`config.mk`:
```
export PLATFORM = sky130hd
export DESIGN_NAME = fixed_ctrl
export DESIGN_NICKNAME = d
export VERILOG_FILES = /design/src/rtl/fixed_ctrl_pkg.sv /design/src/rtl/fixed_ctrl_cnt.sv /design/src/rtl/fixed_ctrl.sv
export SDC_FILE = /design/constraint.sdc
export NUM_CORES = 1
export LEC_CHECK = 0
export BUFFER_PORTS_ARGS = -buffer_cell sky130_fd_sc_hd__buf_2
export CELL_PAD_IN_SITES_DETAIL_PLACEMENT = 0
export CELL_PAD_IN_SITES_GLOBAL_PLACEMENT = 2
export CORE_MARGIN = 4
export CORE_UTILIZATION = 37
export CTS_CLUSTER_DIAMETER = 120
export DETAILED_ROUTE_END_ITERATION = 8
export HOLD_SLACK_MARGIN = 0.08
export PLACE_DENSITY_LB_ADDON = 0.1
export SLEW_MARGIN = 20
export SYNTH_ARGS = -nofsm -noshare
export SYNTH_HDL_FRONTEND = slang
export SYNTH_SLANG_ARGS = --single-unit
```
`constraint.sdc`:
```
create_clock -name fixed_ctrl_clk -period 2.71 [get_ports fixed_ctrl_clk]
set_input_delay 0.6775 -clock fixed_ctrl_clk [delete_from_list [all_inputs] [get_ports fixed_ctrl_clk]]
set_output_delay 0.6775 -clock fixed_ctrl_clk [all_outputs]
set_load 0.005 [all_outputs]
```
`src/rtl/fixed_ctrl_pkg.sv`:
```
// fixed_ctrl_pkg: state encoding and default timing constants shared by the fixed_ctrl block.
package fixed_ctrl_pkg;
  typedef enum logic [2:0] {IDLE, INIT, RUN, DRAIN, DONE} state_e;
  localparam int INIT_CYC_DEF = 2;
  localparam int DRAIN_CYC_DEF = 3;
endpackage

```
`src/rtl/fixed_ctrl_cnt.sv`:
```
// fixed_ctrl_cnt: loadable down-counter with enable and zero flag, shared by INIT, RUN and DRAIN timing.
module fixed_ctrl_cnt #(
  parameter int W = 16
) (
  input  logic         clk,
  input  logic         rst_n,
  input  logic         ld,
  input  logic [W-1:0] ld_val,
  input  logic         en,
  output logic         zero
);
  logic [W-1:0] cnt_q, cnt_d;
  always_comb cnt_d = ld ? ld_val : (en && cnt_q != '0) ? cnt_q - 1'b1 : cnt_q;
  always_ff @(posedge clk or negedge rst_n)
    if (!rst_n) cnt_q <= '0;
    else cnt_q <= cnt_d;
  assign zero = cnt_q == '0;
endmodule

```
`src/rtl/fixed_ctrl.sv`:
```
// fixed_ctrl: init/run/drain sequencer for a fixed-latency unit.
// Optional run-cycle counter output enabled by FIXED_CTRL_CYCLE_CNT_EN.
module fixed_ctrl
  import fixed_ctrl_pkg::*;
#(
  parameter int LEN_W     = 16,
  parameter int INIT_CYC  = INIT_CYC_DEF,
  parameter int DRAIN_CYC = DRAIN_CYC_DEF
) (
  input  logic             fixed_ctrl_clk,
  input  logic             fixed_ctrl_reset,
  input  logic             fixed_ctrl_start,
  input  logic [LEN_W-1:0] fixed_ctrl_len,
  input  logic             fixed_ctrl_stall,
  input  logic             fixed_ctrl_abort,
  output logic             fixed_ctrl_fu_init,
  output logic             fixed_ctrl_fu_in_disable,
  output logic             fixed_ctrl_busy,
`ifdef FIXED_CTRL_CYCLE_CNT_EN
  output logic             fixed_ctrl_done,
  output logic [LEN_W+7:0] fixed_ctrl_cycles
`else
  output logic             fixed_ctrl_done
`endif
);
  localparam logic [LEN_W-1:0] INIT_LD  = LEN_W'(INIT_CYC - 1);
  localparam logic [LEN_W-1:0] DRAIN_LD = LEN_W'((DRAIN_CYC > 0) ? DRAIN_CYC - 1 : 0);
  state_e           state_q, state_d;
  logic [LEN_W-1:0] len_q, len_d, ld_val;
  logic             fu_init_q, fu_init_d, dis_q, dis_d, busy_q, busy_d, done_q, done_d;
  logic             ld, en, zero;
  // Counter is loaded with N-1 so the zero flag marks the last cycle of each phase.
  always_comb begin
    state_d = state_q;
    len_d   = len_q;
    ld      = 1'b0;
    ld_val  = '0;
    en      = 1'b0;
    case (state_q)
      IDLE: if (fixed_ctrl_start) begin
        state_d = (fixed_ctrl_len != '0) ? INIT : DONE;
        len_d   = fixed_ctrl_len;
        ld      = 1'b1;
        ld_val  = INIT_LD;
      end
      INIT: begin
        en = 1'b1;
        if (fixed_ctrl_abort) state_d = DONE;
        else if (zero) begin
          state_d = RUN;
          ld      = 1'b1;
          ld_val  = len_q - 1'b1;
        end
      end
      RUN: begin
        en = !fixed_ctrl_stall;
        if (fixed_ctrl_abort) state_d = DONE;
        else if (!fixed_ctrl_stall && zero) begin
          state_d = (DRAIN_CYC == 0) ? DONE : DRAIN;
          ld      = 1'b1;
          ld_val  = DRAIN_LD;
        end
      end
      DRAIN: begin
        en = 1'b1;
        if (fixed_ctrl_abort || zero) state_d = DONE;
      end
      default: state_d = IDLE;
    endcase
    fu_init_d = state_d == INIT;
    dis_d     = state_d != DRAIN;
    busy_d    = state_d != IDLE;
    done_d    = state_d == DONE;
  end
  always_ff @(posedge fixed_ctrl_clk or negedge fixed_ctrl_reset)
    if (!fixed_ctrl_reset) begin
      state_q   <= IDLE;
      len_q     <= '0;
      fu_init_q <= 1'b0;
      dis_q     <= 1'b1;
      busy_q    <= 1'b0;
      done_q    <= 1'b0;
    end else begin
      state_q   <= state_d;
      len_q     <= len_d;
      fu_init_q <= fu_init_d;
      dis_q     <= dis_d;
      busy_q    <= busy_d;
      done_q    <= done_d;
    end
  fixed_ctrl_cnt #(.W(LEN_W)) u_cnt (
    .clk    (fixed_ctrl_clk),
    .rst_n  (fixed_ctrl_reset),
    .ld     (ld),
    .ld_val (ld_val),
    .en     (en),
    .zero   (zero)
  );
  // Stall gates the unit directly while running so a stalled cycle is never consumed.
  assign fixed_ctrl_fu_in_disable = (state_q == RUN) ? fixed_ctrl_stall : dis_q;
  assign fixed_ctrl_fu_init       = fu_init_q;
  assign fixed_ctrl_busy          = busy_q;
  assign fixed_ctrl_done          = done_q;
`ifdef FIXED_CTRL_CYCLE_CNT_EN
  logic [LEN_W+7:0] cyc_q, cyc_d;
  always_comb cyc_d = (state_q == IDLE && fixed_ctrl_start) ? '0 :
                      (state_q inside {INIT, RUN, DRAIN} && ~&cyc_q) ? cyc_q + 1'b1 : cyc_q;
  always_ff @(posedge fixed_ctrl_clk or negedge fixed_ctrl_reset)
    if (!fixed_ctrl_reset) cyc_q <= '0;
    else cyc_q <= cyc_d;
  assign fixed_ctrl_cycles = cyc_q;
`endif
endmodule

```
; Word-level counts from Yosys, hierarchy flattened
; Index checks and enable logic that the tools add are counted.
; W data, S select, Z words.
[word_totals]
reg_bits = 39
latch_bits = 0
ram_bits = 0
mem_bits_ro = 0
inputBits = 21
wordCells = 51
mem_count = 0
[op_classes]
add_sub_neg = 2
mul = 0
div = 0
order_cmp = 0
n_eq_ne = 6
shift = 0
n_mux = 24
bitwise_logic = 0
reduce_logical = 12
[ops]
columns = operator, count
row1 = $mux W16, 4
row2 = $pmux W16 S3, 1
row3 = $reduce_bool A16 Y1, 2
row4 = $sub A16 B1 Y16 const B, 2
row5 = $mux W3, 7
row6 = $logic_not A16 Y1, 1
row7 = $pmux W3 S4, 1
row8 = $mux W1, 7
row9 = $eq A3 B1 Y1 const B, 2
row10 = $eq A3 B2 Y1 const B, 2
row11 = $mux W2, 2
row12 = $eq A3 B3 Y1 const B, 1
row13 = $logic_not A3 Y1, 1
row14 = $ne A3 B2 Y1 const B, 1
row15 = $pmux W1 S3, 1
row16 = $reduce_bool A3 Y1, 1
row17 = $logic_and A1 B1 Y1, 2
row18 = $pmux W1 S2, 1
row19 = $reduce_and A2 Y1, 1
row20 = $reduce_bool A2 Y1, 1
row21 = $reduce_or A2 Y1, 1
row22 = $logic_not A1 Y1, 1
row23 = $logic_or A1 B1 Y1, 1

; Longest topological paths before layout
[logic_depth]
ltp_word = 6
mapped_depth = 9

; By module
; Synthesis repeated with hierarchy kept, for this count alone.
[hier_totals]
cells_unflattened = 281
area_unflattened_um2 = 2582.5
[by_module_without_submodules]
columns = mod, instances, cells_each, area_each_um2, seq_area_each_um2
row1 = fixed_ctrl, 1, 149, 1460.2, 576.8
row2 = fixed_ctrl_cnt, 1, 132, 1122.3, 400.4

; Worst setup path before layout
; OpenSTA, ideal clock, no wires.
[synth_timing]
kind = flip-flop to flip-flop
from = register u_cnt.cnt_q[0]
to = register u_cnt.cnt_q[13]
setup_time_ps = 120
arrival_ps = 1961
t_required_ps = 2590
setup_slack_ps = 628
path_stages_with_launch = 10
period_less_slack_ps = 2082
path_cell_list = dfrtp_1 -> inv_1 -> ha_1 -> nor4b_1 -> and4_1 -> buf_4 -> a31o_2 -> buf_4 -> o21ai_0 -> o211a_1
[synth_between]
elab_chain_len = 6
elab_cells_between_ends = 16
classes_between = 1 x add/sub / 10 x mux / 5 x reduce/logical
[synth_lines]
columns = element, line
row1 = from (decl), fixed_ctrl_cnt.sv:12  ; logic [W-1:0] cnt_q, cnt_d;
row2 = from (signal assigned), fixed_ctrl_cnt.sv:16  ; else cnt_q <= cnt_d;
row3 = branches (longest 6 deep; another with $sub A16 B1 Y16), -
; Several ways; the timed one is not identified. The select of a mux whose other input is x is not followed.
; A chain may end at the register's enable or synchronous reset.

; Worst setup path after layout
[layout_timing]
from = register u_cnt.cnt_q[7]
to = register u_cnt.cnt_q[6]
[layout_between]
elab_chain_len = 6
elab_cells_between_ends = 14
classes_between = 9 x mux / 5 x reduce/logical
[layout_lines]
columns = element, line
row1 = $logic_not A16 Y1, fixed_ctrl_cnt.sv:17  ; assign zero = cnt_q == '0;
row2 = $logic_and A1 B1 Y1, fixed_ctrl.sv:58  ; else if (!fixed_ctrl_stall && zero) begin
row3 = $mux W1, fixed_ctrl.sv:58
row4 = $mux W1, fixed_ctrl.sv:57  ; if (fixed_ctrl_abort) state_d = DONE;
row5 = $pmux W1 S3, fixed_ctrl.sv:39  ; case (state_q)
row6 = $mux W16 or $reduce_bool A2 Y1 (tied branches), -
; Several ways; a longest one is shown, not always the timed one.

==> results.md <==
* Status: complete, no violations
* Simple-gate share of the synthesized area at about a quarter
* Headroom to the max-slew limit at 58.8%
* Number of buffers inserted by hold repair at cts at 0
* First-pass DRT Iterations at 4
* End of the worst register-to-register path: u_cnt.cnt_q[6]
* Wire length of the first global-routing pass at 9920 um
* Count of final setup violators at 0
* Worst skew pair latency at approximately 0.29 ns
* Portion of synthesized cell area occupied by the leading cell type at 40.3%
* Final wirelength at 6010 um
* Estimated wirelength of the detail-placed design at between 4000 and 5000 um
* Sequential-to-total area share from yosys stat at 41.4%
* Max-slew violations at 0
* Number of fillers in the final layout at 602
* Largest net degree at the start of global routing at 22
* Placement-stage cell area at 2580 um^2
* Via count of the first global-routing pass at ~1900
* Buffer depth of the longest clock path at 2
* Clock Root Buffer: sky130_fd_sc_hd__clkbuf_8
* Antenna diode count at 0
* Final instance area at 2670 um^2
* Count of port buffers added during placement at 24
* Main synth FF type: sky130_fd_sc_hd__dfrtp_1
* Worst clock skew on the final layout at 0.00289 ns
* Horizontal extent of the die at 87.8 um
* Main combinational cell family by area after synthesis: simple AND/OR/NAND/NOR gates
* Kind of end point of the critical path: register
* Transition time of the tightest slew-check pin at roughly 0.6 ns
* CTS sink count at 39
* Overall die area at 7720 um^2
* Via Count at between 1500 and 2000
* Cell area after technology mapping at about 2400 um^2
* Distinct cells, synth at 48
* Nets@finish at 290
* Synth Area in XOR/XNOR at 7.43%
* Number of buffers added by the clock tree synthesis step at 5
* Via density at ~5.7
* Area of combinational cells with multiple inputs at 1290 um^2
* Ratio of final minimum period to clock period at 83.2%
* Type of the worst setup path: register to register
* Final critical path time including I/O delays and setup at ~2.3 ns
* Clock tree from TritonCTS: done
* Data arrival, critical path at around 2.4 ns
* Number of warning messages in the yosys log at 0
* Post-synthesis register bit count at 39
* H-tree Lvls at 2
* Unrepaired setup endpoints after global routing: false
* Adder-cell share of the synthesized area at about 1.6%
* Initial Util at 38.9%
* Total grt overflow at 0
* Number of enable flip-flop cells after synthesis at 0
* Min-delay worst type: input port to async pin
* Floorplan core area at 6060 um^2
* Share of the synthesized area in compound gates (AO/OA/AOI/OAI) at a little over an eighth
* Reg clk slew, reported paths at 0.08 ns
* Total of max-cap violations at 0
* Initial antenna violation count at 0
* Max Clk Rate at 444 MHz
* Mean cell area of the mapped netlist at 9.87 um^2
* Length in cells of the worst reg-to-reg path at 5
* Final weighted congestion in routability-driven placement at 0.806
* DRC violation count after routing at 0
* Asr flop ratio synth at between 90% and 100%
* Syn nets at 263
* I/O pins at 25
* Power per standard cell area at 1150 nW/um^2
* Area used by sequential logic in the layout at 977 um^2
* Worst voltage drop across the vdd grid at 0.456 mV
* Leakage dissipation at 1.12 nW
* Fraction of synthesized area in multiplexers at 7.64%
* Gate count of the mapped netlist at 239
* Post-CTS setup buffer count at 0
* Drt initial violations at 79
* Required time of the critical path at 2.90 ns
* Fin Setup TNS at 0 ns
* Layout overhead on the synthesized area at 13.0%
* Final antenna-violating net count at 0
* CP startpoint kind: register
* Largest fanout of any net on the critical path at 6
* Count of final hold-check violations at 0
* Layout cell share with drive strength beyond 1 at a little over a quarter
* Post-cts gate resize count at 0
* Leading cell types by total area after synthesis: sky130_fd_sc_hd__dfrtp_1 40%, sky130_fd_sc_hd__mux2_2 7.2%, sky130_fd_sc_hd__xnor2_1 5.9%
* Row count at 28
* Critical register-to-register path startpoint: u_cnt.cnt_q[7]
* Cell accounting for the most synthesized area: sky130_fd_sc_hd__dfrtp_1
* Die H at ~88 um
* Average detailed-routed wire length per instance at around 18 um
* Global routing usage summed across all routing layers at 17.1%
* Worst-case register-to-register setup slack at 0.46 ns
## worst max-delay path: stages, from the launching register on
cell and delay [ns]:
sky130_fd_sc_hd__dfrtp_1 0.45, sky130_fd_sc_hd__or4_4 0.57, sky130_fd_sc_hd__nor3_2 0.12, sky130_fd_sc_hd__nand4_1 0.17, sky130_fd_sc_hd__or4_4 0.56, sky130_fd_sc_hd__a32o_1 0.27
## registers in the layout, summed over array words and instances (netlist names)
signal,count
len_q,16
state_q,3
fixed_ctrl_done,1
fixed_ctrl_fu_init,1
dis_q,1
fixed_ctrl_busy,1
u_cnt.cnt_q,16
## Yosys cell counts, drive strengths merged (4+ instances only)
master	number
nand3	8
xnor2	16
o21ai	10
nor4	16
nand4	5
inv	9
clkbuf	5
nand2	6
mux2	16
xor2	4
buf	7
nor3	13
dfrtp	38
nor2	24
o211a	7
or4	7
o22ai	10
## how the worst max path moves through the flow
stage / start / to / cells after the start
3_5_place_dp: fixed_ctrl_stall / u_cnt.cnt_q[3] / 6
2_1_floorplan: u_cnt.cnt_q[0] / u_cnt.cnt_q[13] / 9
6_report: u_cnt.cnt_q[7] / u_cnt.cnt_q[6] / 5
4_1_cts: u_cnt.cnt_q[0] / u_cnt.cnt_q[3] / 7
3_3_place_gp: fixed_ctrl_stall / u_cnt.cnt_q[7] / 6
5_1_grt: u_cnt.cnt_q[0] / u_cnt.cnt_q[2] / 7
## logic make-up after synthesis
family / after synthesis
buffers and inverters: 21
muxes: 16
DFF: 39
adders and majority gates: 3
AOI/OAI and AO/OA: 43
xor gates and xnor gates: 20
and+or+nand+nor: 97
## metrics by stage
| step | hold WS, ns | util, % | instances | setup slack, ns | power (mW) |
|---|---|---|---|---|---|
| floorplan | 0.382 | - | 239 | 0.628 | 2.22 |
| global placement | 0.484 | 42.6 | 334 | 0.355 | 2.70 |
| detailed placement | 0.491 | 42.6 | 334 | 0.391 | 2.68 |
| CTS | 0.336 | 44.0 | 342 | 0.396 | 3.08 |
| global route | 0.356 | 44.0 | 342 | 0.256 | 3.31 |
| finish | 0.328 | 44.0 | 342 | 0.455 | 3.06 |
## power breakdown
group | switching, mW | internal, mW | leakage (nW)
clock | 0.210 | 0.180 | 0.0412
sequential | 0.347 | 0.838 | 0.488
combinational | 0.792 | 0.693 | 0.591
total | 1.35 | 1.71 | 1.12
## layout make-up
class | count | share of cell area, %
clock buffer | 6 | 2.72
clock inverter | 2 | 0.469
inverter | 9 | 1.27
multi-input combinational | 179 | 48.6
sequential | 39 | 36.7
tap | 75 | 3.52
timing repair buffer | 32 | 6.76
## layout by cell type (no fill, tap or decap), types with 9 or more instances in the layout
master	n
sky130_fd_sc_hd__xnor2_1	16
sky130_fd_sc_hd__o21ai_0	9
sky130_fd_sc_hd__mux2_2	15
sky130_fd_sc_hd__nor4_1	13
sky130_fd_sc_hd__buf_2	24
sky130_fd_sc_hd__nor2_1	24
sky130_fd_sc_hd__o22ai_1	9
sky130_fd_sc_hd__dfrtp_1	38
sky130_fd_sc_hd__nor3_1	12
sky130_fd_sc_hd__inv_1	9
## routing by layer
metal	track usage [%]	up-vias	wire length, um
met5	0	-	0
met4	5.02	0	68
met3	2.92	8	261
met2	26.3	54	2700
met1	24.6	933	2970
li1	-	953	-
Power figures use the tool's default switching activity.
